--- src/rtl/fp_conv_pkg.sv ---
// ---------------------------------------------------------------------------
// fp_conv_pkg
// Shared definitions for the 12-bit two's-complement to 8-bit float converter
// (1 sign bit, 3-bit exponent, 4-bit significand).
//   D_W/E_W/F_W : sample, exponent and significand widths
//   E_MAX       : largest exponent, also the starting exponent before normalizing
//   NORM_PAD    : number of NORM cycles when the fixed-latency mode is selected
//   state_t     : sequencer states
// ---------------------------------------------------------------------------
package fp_conv_pkg;

  localparam int D_W      = 12;
  localparam int E_W      = 3;
  localparam int F_W      = 4;
  localparam int NORM_PAD = 8;

  localparam logic [E_W-1:0] E_MAX = 3'd7;

  typedef enum logic [2:0] {
    IDLE,
    ABS,
    NORM,
    RND,
    OUT
  } state_t;

endpackage

--- src/rtl/fp_conv_ctrl_if.sv ---
// ---------------------------------------------------------------------------
// fp_conv_ctrl_if
// Sample/result handshake bundle for fp_conv_ctrl.
//   in_valid/in_ready/in_d          : sample handshake (producer -> converter)
//   out_valid/out_ready/out_s/e/f   : result handshake (converter -> consumer)
//   busy                            : converter is not idle
// The master modport is the producer/consumer side, slave is the converter.
// ---------------------------------------------------------------------------
interface fp_conv_ctrl_if;
  import fp_conv_pkg::*;

  logic           in_valid;
  logic           in_ready;
  logic [D_W-1:0] in_d;
  logic           out_valid;
  logic           out_ready;
  logic           out_s;
  logic [E_W-1:0] out_e;
  logic [F_W-1:0] out_f;
  logic           busy;

  modport master (
    output in_valid, in_d, out_ready,
    input  in_ready, out_valid, out_s, out_e, out_f, busy
  );

  modport slave (
    input  in_valid, in_d, out_ready,
    output in_ready, out_valid, out_s, out_e, out_f, busy
  );

endinterface

--- src/rtl/fp_round.sv ---
// ---------------------------------------------------------------------------
// fp_round
// Combinational round-half-up of a 4-bit significand using one round bit.
//   f_in, r, e_in : truncated significand, round bit, exponent
//   f_out, e_out  : rounded significand and exponent
// A significand overflow renormalizes to 1000 with the exponent bumped; at
// the largest exponent the result saturates at f=15 instead.
// ---------------------------------------------------------------------------
module fp_round
  import fp_conv_pkg::*;
(
  input  logic [F_W-1:0] f_in,
  input  logic           r,
  input  logic [E_W-1:0] e_in,
  output logic [F_W-1:0] f_out,
  output logic [E_W-1:0] e_out
);

  always_comb begin
    f_out = f_in;
    e_out = e_in;
    if (r) begin
      if (f_in != 4'hF) begin
        f_out = f_in + 4'd1;
      end else if (e_in != E_MAX) begin
        f_out = 4'h8;
        e_out = e_in + 3'd1;
      end
    end
  end

endmodule

--- src/rtl/fp_conv_ctrl.sv ---
// ---------------------------------------------------------------------------
// fp_conv_ctrl
// Multi-cycle sequencer converting a 12-bit two's-complement sample into the
// 8-bit float format. One sample in flight, registered result held until taken.
//   clk, rst  : rising-edge clock, synchronous active-high reset
//   bus       : fp_conv_ctrl_if slave (sample in, result out, busy)
//   FIXED_LAT : 1 pads normalization to NORM_PAD cycles (constant latency 10)
// ---------------------------------------------------------------------------
module fp_conv_ctrl
  import fp_conv_pkg::*;
#(
  parameter bit FIXED_LAT = 1'b0
) (
  input  logic          clk,
  input  logic          rst,
  fp_conv_ctrl_if.slave bus
);

  state_t         state;
  state_t         state_nxt;
  logic [D_W-1:0] d_reg;
  logic [D_W-1:0] m_reg;
  logic [E_W-1:0] e_reg;
  logic           s_reg;
  logic [2:0]     norm_cnt;
  logic           out_s_reg;
  logic [E_W-1:0] out_e_reg;
  logic [F_W-1:0] out_f_reg;
  logic [D_W-1:0] abs_val;
  logic [F_W-1:0] f_rnd;
  logic [E_W-1:0] e_rnd;
  logic           shift_ok;
  logic           norm_done;

  // -2048 has no positive 12-bit counterpart, so it saturates to 2047.
  always_comb begin
    abs_val = d_reg;
    if (d_reg[D_W-1]) begin
      if (d_reg == 12'h800) abs_val = 12'h7FF;
      else                  abs_val = -d_reg;
    end
  end

  // Shift until the hidden-one position (bit 10) is set or the exponent
  // bottoms out; the fixed-latency mode just keeps counting after that.
  assign shift_ok  = !m_reg[10] && (e_reg != '0);
  assign norm_done = FIXED_LAT ? (norm_cnt == 3'(NORM_PAD - 1)) : !shift_ok;

  fp_round u_round (
    .f_in  (m_reg[10:7]),
    .r     (m_reg[6]),
    .e_in  (e_reg),
    .f_out (f_rnd),
    .e_out (e_rnd)
  );

  always_ff @(posedge clk) begin
    if (rst) state <= IDLE;
    else     state <= state_nxt;
  end

  always_comb begin
    state_nxt = state;
    case (state)
      IDLE:    if (bus.in_valid)  state_nxt = ABS;
      ABS:                        state_nxt = NORM;
      NORM:    if (norm_done)     state_nxt = RND;
      RND:                        state_nxt = OUT;
      OUT:     if (bus.out_ready) state_nxt = IDLE;
      default:                    state_nxt = IDLE;
    endcase
  end

  // Datapath: sample capture, magnitude/normalize shifter and result registers.
  always_ff @(posedge clk) begin
    if (rst) begin
      d_reg     <= '0;
      m_reg     <= '0;
      e_reg     <= '0;
      s_reg     <= 1'b0;
      norm_cnt  <= '0;
      out_s_reg <= 1'b0;
      out_e_reg <= '0;
      out_f_reg <= '0;
    end else begin
      case (state)
        IDLE: begin
          if (bus.in_valid) d_reg <= bus.in_d;
        end
        ABS: begin
          s_reg    <= d_reg[D_W-1];
          m_reg    <= abs_val;
          e_reg    <= E_MAX;
          norm_cnt <= '0;
        end
        NORM: begin
          if (shift_ok) begin
            m_reg <= m_reg << 1;
            e_reg <= e_reg - 3'd1;
          end
          norm_cnt <= norm_cnt + 3'd1;
        end
        RND: begin
          out_s_reg <= s_reg;
          out_e_reg <= e_rnd;
          out_f_reg <= f_rnd;
        end
        default: ;
      endcase
    end
  end

  assign bus.in_ready  = (state == IDLE);
  assign bus.busy      = (state != IDLE);
  assign bus.out_valid = (state == OUT);
  assign bus.out_s     = out_s_reg;
  assign bus.out_e     = out_e_reg;
  assign bus.out_f     = out_f_reg;

endmodule

--- src/flat_wrapper.sv ---
// flat-port wrapper written by rule: the top's interface ports become plain ports
module fp_conv_ctrl_flat import fp_conv_pkg::*;
#(
  parameter bit FIXED_LAT = 1'b0
)
  (clk, rst, bus_in_valid, bus_in_d, bus_out_ready, bus_in_ready, bus_out_valid, bus_out_s, bus_out_e, bus_out_f, bus_busy);
  fp_conv_ctrl_if bus_i ();
  input  logic clk;
  input  logic rst;
  input wire logic [$bits(bus_i.in_valid)-1:0] bus_in_valid;
  input wire logic [$bits(bus_i.in_d)-1:0] bus_in_d;
  input wire logic [$bits(bus_i.out_ready)-1:0] bus_out_ready;
  output wire logic [$bits(bus_i.in_ready)-1:0] bus_in_ready;
  output wire logic [$bits(bus_i.out_valid)-1:0] bus_out_valid;
  output wire logic [$bits(bus_i.out_s)-1:0] bus_out_s;
  output wire logic [$bits(bus_i.out_e)-1:0] bus_out_e;
  output wire logic [$bits(bus_i.out_f)-1:0] bus_out_f;
  output wire logic [$bits(bus_i.busy)-1:0] bus_busy;
  assign bus_i.in_valid = bus_in_valid;
  assign bus_i.in_d = bus_in_d;
  assign bus_i.out_ready = bus_out_ready;
  assign bus_in_ready = bus_i.in_ready;
  assign bus_out_valid = bus_i.out_valid;
  assign bus_out_s = bus_i.out_s;
  assign bus_out_e = bus_i.out_e;
  assign bus_out_f = bus_i.out_f;
  assign bus_busy = bus_i.busy;
  fp_conv_ctrl #(.FIXED_LAT(FIXED_LAT)) u_core (.clk(clk), .rst(rst), .bus(bus_i));
endmodule
--- config.mk ---
export PLATFORM = sky130hd
export DESIGN_NAME = fp_conv_ctrl_flat
export DESIGN_NICKNAME = d
export VERILOG_FILES = /design/src/rtl/fp_conv_pkg.sv /design/src/rtl/fp_conv_ctrl_if.sv /design/src/rtl/fp_round.sv /design/src/rtl/fp_conv_ctrl.sv /design/src/flat_wrapper.sv
export SDC_FILE = /design/constraint.sdc
export NUM_CORES = 1
export LEC_CHECK = 0
export BUFFER_PORTS_ARGS = -buffer_cell sky130_fd_sc_hd__buf_4
export CELL_PAD_IN_SITES_DETAIL_PLACEMENT = 1
export CELL_PAD_IN_SITES_GLOBAL_PLACEMENT = 1
export CORE_AREA = 2 2 70 72
export CTS_CLUSTER_SIZE = 20
export DETAILED_ROUTE_END_ITERATION = 12
export DIE_AREA = 0 0 72 74
export PLACE_DENSITY_LB_ADDON = 0.1
export SYNTH_ARGS = -nofsm -noshare
export SYNTH_HDL_FRONTEND = slang
export SYNTH_HIERARCHICAL = 1
export SYNTH_SLANG_ARGS = --single-unit
--- constraint.sdc ---
create_clock -name clk -period 3.1 [get_ports clk]
set_input_delay 0.31 -clock clk [delete_from_list [all_inputs] [get_ports clk]]
set_output_delay 0.31 -clock clk [all_outputs]
set_load 0.01 [all_outputs]
Yosys cells after proc, flatten, opt, wreduce, memory -nomap -nowiden. Index checks and enable logic that the tools add are counted.

Bits in registers: 38. Bits of input ports: 16. Output and inout bits: 11. Word-level logic and storage cells: 48.

Add/subtract/negate cells: 4. Equal/unequal tests: 11. Mux-type cells: 16. Reduce and logical (&&, ||, !) cells: 9.

Operators with widths (count): 2-to-1 mux 11 bit (3); case mux 11 bit (2 select lines) (1); 2-to-1 mux 3 bit (7); case mux 3 bit (5 select lines) (1); == test 12 bit, second input constant (1); 2-to-1 mux 4 bit (3); negator 11 bit (1); == test 3 x 2 -> 1 bit, second input constant (2); != test 2 bit, second input constant (3); case mux 3 bit (2 select lines) (1); nonzero test 3 bit (2); adder 4 x 1 -> 4 bit, second input constant (1); != test 4 bit, second input constant (1); AND reduction 2 bit (2); adder 3 x 1 -> 3 bit, second input constant (1); == test 3 x 1 -> 1 bit, second input constant (1); == test 3 bit, second input constant (1); zero test 3 bit (1); != test 3 bit, second input constant (1); AND reduction 3 bit (1); subtractor 3 x 1 -> 3 bit, second input constant (1); != test 2 x 1 -> 1 bit, second input constant (1); nonzero test 2 bit (1); logical AND 1 bit (1); zero test 1 bit (1).

Depth between registers and ports, before layout.
Depth after elaboration: 4. Depth in mapped cells: 8.

By module. Netlist, hierarchy kept.

By module, submodules not included: fp_conv_ctrl (instances 1, cells each 206, area each 1818.0 µm²); fp_round (instances 1, cells each 20, area each 162.7 µm²).

Worst setup path before layout. Ideal clock, no wire load.

Path type: register to register. Start point: register u_core.e_reg[0]. End point: register u_core.m_reg[7]. Arrival: 1.935 ns. Slack: 1.062 ns. Stages on the path, launching flop included: 9. Path buffers: 1. Period minus slack after synthesis: 2.038 ns. Cell sequence: dfxtp_1 inv_1 ha_1 ha_1 or4b_4 a21oi_4 buf_6 nor2_1 a2111oi_2.

Cells in the longest elaborated chain, start to end: 4.

Ends and longest elaborated chain: from (decl) (line fp_conv_ctrl.sv:23) `logic [E_W-1:0] e_reg;`; from (signal assigned) (line fp_conv_ctrl.sv:99) `e_reg <= e_reg - 3'd1;`; nonzero test 3 bit (line fp_conv_ctrl.sv:46) `assign shift_ok = !m_reg[10] && (e_reg != '0);`; logical AND 1 bit (line fp_conv_ctrl.sv:46); != test 2 x 1 -> 1 bit (no line); AND reduction 2 bit (no line); to (signal assigned) (line fp_conv_ctrl.sv:92) `m_reg <= abs_val;`; to (signal assigned) (line fp_conv_ctrl.sv:98) `m_reg <= m_reg << 1;`; to (decl) (line fp_conv_ctrl.sv:22) `logic [D_W-1:0] m_reg;`.

No other way between the ends. A chain may end at the register's enable or synchronous reset.

Worst setup path in the final report.
Start point: register u_core.e_reg[0]. End point: register u_core.m_reg[2].

The elaborated chain is that of the path after synthesis.

==> reports/results.txt <==
The tools report the final HPWL from detailed placement as 3.19 mm. Setup violations remaining at the end of the flow were counted as 0. The tools report the data required time of the critical path as 3.29 ns. Root cell of the clock tree: sky130_fd_sc_hd__clkbuf_8. In the final routed layout, each cell accounts on average for 14.8 µm. The depth of the worst register-to-register path is 7, and the count of buffers added by post-CTS timing repair for setup is 0. The run gives 1,617 as the via count of the first global-routing pass.

Maximum VDD drop: 0.000255 V. Class of the tightest hold or removal check: in -> reg. Buffers placed on the I/O ports in this run total 26. The critical path starts at u_core/e_reg[0]$_SDFFE_PP0P_. The worst max-slew margin expressed relative to the limit came out at 0.600. The setup check on the worst reg-to-reg path leaves a slack of 0.81 ns. The tools report the number of iterations in the first detailed-routing pass as 4. The clock net in this run drives a total of 38 sinks. In the post-synthesis netlist, the biggest area contributors are sky130_fd_sc_hd__dfxtp_1, sky130_fd_sc_hd__nor2_1, sky130_fd_sc_hd__mux2i_1.

The starting density of the core came out at 0.431. The number of flip-flops in the largest register was 12. Sorting the synthesized cells by how often they occur yields sky130_fd_sc_hd__dfxtp_1, sky130_fd_sc_hd__nor2_1, sky130_fd_sc_hd__nand2_1, sky130_fd_sc_hd__a21oi_1, sky130_fd_sc_hd__mux2i_1. The tools report the count of endpoints failing hold in the final timing report as 0. The flow ran to the end, and the final reports show no timing, DRC or antenna violations.

For the arrival time reported for the critical path endpoint, the log shows 2.48 ns. The horizontal die dimension came out at 72 µm. The number of hold buffers added after cts is 0. The highest metal layer carrying signal wires in the routed design is met4.

Of all cell types, the one taking the most synthesized area is sky130_fd_sc_hd__dfxtp_1. Global routing finished with a remaining overflow of 0. The number of clock buffers added by TritonCTS is 5.

The congestion estimate from routability-driven global placement came to 0.721. For the number of antenna violations at the first check in global routing, the log shows 0. STA classifies the critical path endpoint as a flip-flop.

The layout cell share with drive strength beyond 1 is 0.203, and the number of pins with negative max-slew slack in the final report is 0. At the pin with the least slew margin, the transition time is 0.598 ns. The cell area power density was 584 nW/µm²; the leakage power summed over all cells was 0.899 nW. The final layout contains 267 nets. The endpoint identified for the worst register-to-register timing path is u_core/m_reg[2]$_SDFFE_PP0P_. Summing all placed instances gives a cell area of 2180 µm². In this run, post-CTS repair resized a total of 0 instances.

The worst setup path is launched from a flip-flop. The average via count per standard cell was 5.58; the largest driver fanout on the critical path was 12. The later pin in the worst-skew pair is clocked with a latency of 0.29 ns. Summed over all layers, the routed wires come to 4.45 mm. In this run the critical register-to-register path is launched from u_core/e_reg[0]$_SDFFE_PP0P_.

The floorplan step defined a die boundary enclosing 5330 µm². The die outline height was 74 µm; the post-synthesis to final-layout area growth was 13.7%. The worst path in the final design needs a cycle of 2.29 ns, including I/O delays and setup. The setup TNS after final layout was 0 ns; the final cycle utilization of the critical path was 0.739.

The detail route stage leaves a number of antenna-violating nets equal to 0. The net count of the mapped netlist is 247, and the fraction of synthesized cell area taken by the top area cell type is 0.384. The initial detailed-routing violation count is 69. For this run, the number of Yosys warnings is 6. The post-synthesis cell count is 226, and the clock tree buffer depth is 2. Yosys instantiated no cell more often than sky130_fd_sc_hd__dfxtp_1.

Across the run, the number of max-cap violations was 0. In this run, synthesis inferred 0 flip-flops with an integrated enable. The maximum number of pins on one net before global-route repair was 40.

The tools report the final-layout fill cell count as 560. The first global-routing pass estimated 7.64 mm of wire. The routed design uses 2.18 mm of met2 wire. Clock skew on the completed layout was measured at 0.00453 ns.

The number of placed I/O pins came out at 27. The most frequently used flop master after synthesis is sky130_fd_sc_hd__dfxtp_1. The logs give 0.384 for the sequential-to-total area share from yosys stat and 2 for the level count of the clock H-tree.

The proportion of synthesized flip-flops having asynchronous set or reset is 0. For the area of the mapped netlist, the log shows 1980 µm². For this block, wires on met1 add up to 2.08 mm.

Worst setup path endpoint: u_core/m_reg[2]$_SDFFE_PP0P_. The clock edge transition at the registers on the reported setup and hold paths was 0.07 ns; the met3 layer wire length in the routed design was 131 µm. The synthesized netlist contains 47 unique library cells.

The critical path is of the reg -> reg type. The logs give 4600 µm² for the area of the placeable core and 2250 µm² for the post-layout instance area. Synthesis inferred 38 register bits. The run gives 436 MHz as the achievable clock frequency.

In the routed design, unresolved DRC markers number 0. The number of antenna diodes in the final layout is 0. Setup repair after global routing left no endpoint under its margin.

The count of standard-cell rows is 25, and the average cell area after synthesis is 8.76 µm². TritonCTS built the clock tree. For this block, the via count after detailed routing is 1,675. The combined global-route utilization of all metal layers is 0.184.
layer usage:
layer,vias to the layer above,GRT usage
met5,-,0
met4,0,0.0629
met3,7,0.0366
met2,20,0.312
met1,811,0.237
li1,837,-
worst min path at each step:
| stage | from | cells after the start | end |
|---|---|---|---|
| 3_5_place_dp | u_core/bus.out_e[2]$_SDFFE_PP0N_ | 2 | u_core/bus.out_e[2]$_SDFFE_PP0N_ |
| 2_1_floorplan | bus_in_d[9] | 2 | u_core/d_reg[9]$_SDFFE_PP0P_ |
| 4_1_cts | bus_in_d[5] | 3 | u_core/d_reg[5]$_SDFFE_PP0P_ |
| 3_3_place_gp | u_core/bus.out_f[3]$_SDFFE_PP0N_ | 2 | u_core/bus.out_f[3]$_SDFFE_PP0N_ |
| 5_1_grt | bus_in_d[10] | 3 | u_core/d_reg[10]$_SDFFE_PP0P_ |
| 6_report | bus_in_d[8] | 3 | u_core/d_reg[8]$_SDFFE_PP0P_ |
worst max-delay path: stages, from the launching register on:
cell and delay (ns):
sky130_fd_sc_hd__dfxtp_1 0.37, sky130_fd_sc_hd__inv_1 0.08, sky130_fd_sc_hd__ha_1 0.21, sky130_fd_sc_hd__ha_1 0.21, sky130_fd_sc_hd__or4b_4 0.51, sky130_fd_sc_hd__a21oi_4 0.34, sky130_fd_sc_hd__nor2_1 0.11, sky130_fd_sc_hd__a2111oi_2 0.34
stage by stage:
stage | hold slack (ns) | instances | total power [mW] | util | worst slack (ns)
after floorplan | 0.446 | 226 | 0.916 | - | 1.06
after global placement | 0.481 | 293 | 0.996 | 0.473 | 0.910
after detailed placement | 0.490 | 293 | 1.01 | 0.473 | 0.787
after CTS | 0.248 | 300 | 1.34 | 0.490 | 0.793
after global routing | 0.275 | 300 | 1.41 | 0.490 | 0.618
final | 0.266 | 300 | 1.32 | 0.490 | 0.808
area by class of cell:
type                    instances  area [µm²]  area share
clock buffers                   7        76.3      0.0339
multi-input cells             166        1120       0.497
well taps                      54        67.6      0.0300
flip-flops and latches         38         761       0.338
repair buffers                 26         195      0.0867
inverters                       9        33.8      0.0150
report_power, final:
group / internal (mW) / switching, mW / total [mW] / leakage [nW]
Combinational: 0.169 / 0.201 / 0.369 / 0.550
Sequential: 0.548 / 0.0808 / 0.628 / 0.311
Clock: 0.155 / 0.163 / 0.318 / 0.0383
Total: 0.871 / 0.444 / 1.32 / 0.899
placed cells by master (no fill, tap or decap), types with 2 or more instances in the layout:
cell type / count
sky130_fd_sc_hd__nand2_1: 27
sky130_fd_sc_hd__nor2_1: 33
sky130_fd_sc_hd__nand3_1: 5
sky130_fd_sc_hd__buf_4: 26
sky130_fd_sc_hd__a31oi_1: 3
sky130_fd_sc_hd__nor3_1: 7
sky130_fd_sc_hd__nand4_1: 2
sky130_fd_sc_hd__clkbuf_8: 5
sky130_fd_sc_hd__o21ai_0: 2
sky130_fd_sc_hd__dfxtp_1: 38
sky130_fd_sc_hd__nor2_2: 2
sky130_fd_sc_hd__inv_1: 9
sky130_fd_sc_hd__xor2_1: 2
sky130_fd_sc_hd__mux2i_1: 12
sky130_fd_sc_hd__ha_1: 5
sky130_fd_sc_hd__clkbuf_1: 2
sky130_fd_sc_hd__a21oi_1: 20
sky130_fd_sc_hd__xnor2_1: 7
sky130_fd_sc_hd__a211oi_1: 4
sky130_fd_sc_hd__a2111oi_2: 8
cells by family (layout without fill, tap and decap cells):
kind of cell	count (synthesis)	count (layout)	synth area share
flops	38	38	0.384
mux	13	13	0.0682
xor+xnor	9	9	0.0398
fa+ha+maj	5	5	0.0316
buf+inv	22	42	0.0512
compound gates	47	47	0.191
simple gates	92	92	0.234
Power figures use the tool's default switching activity.
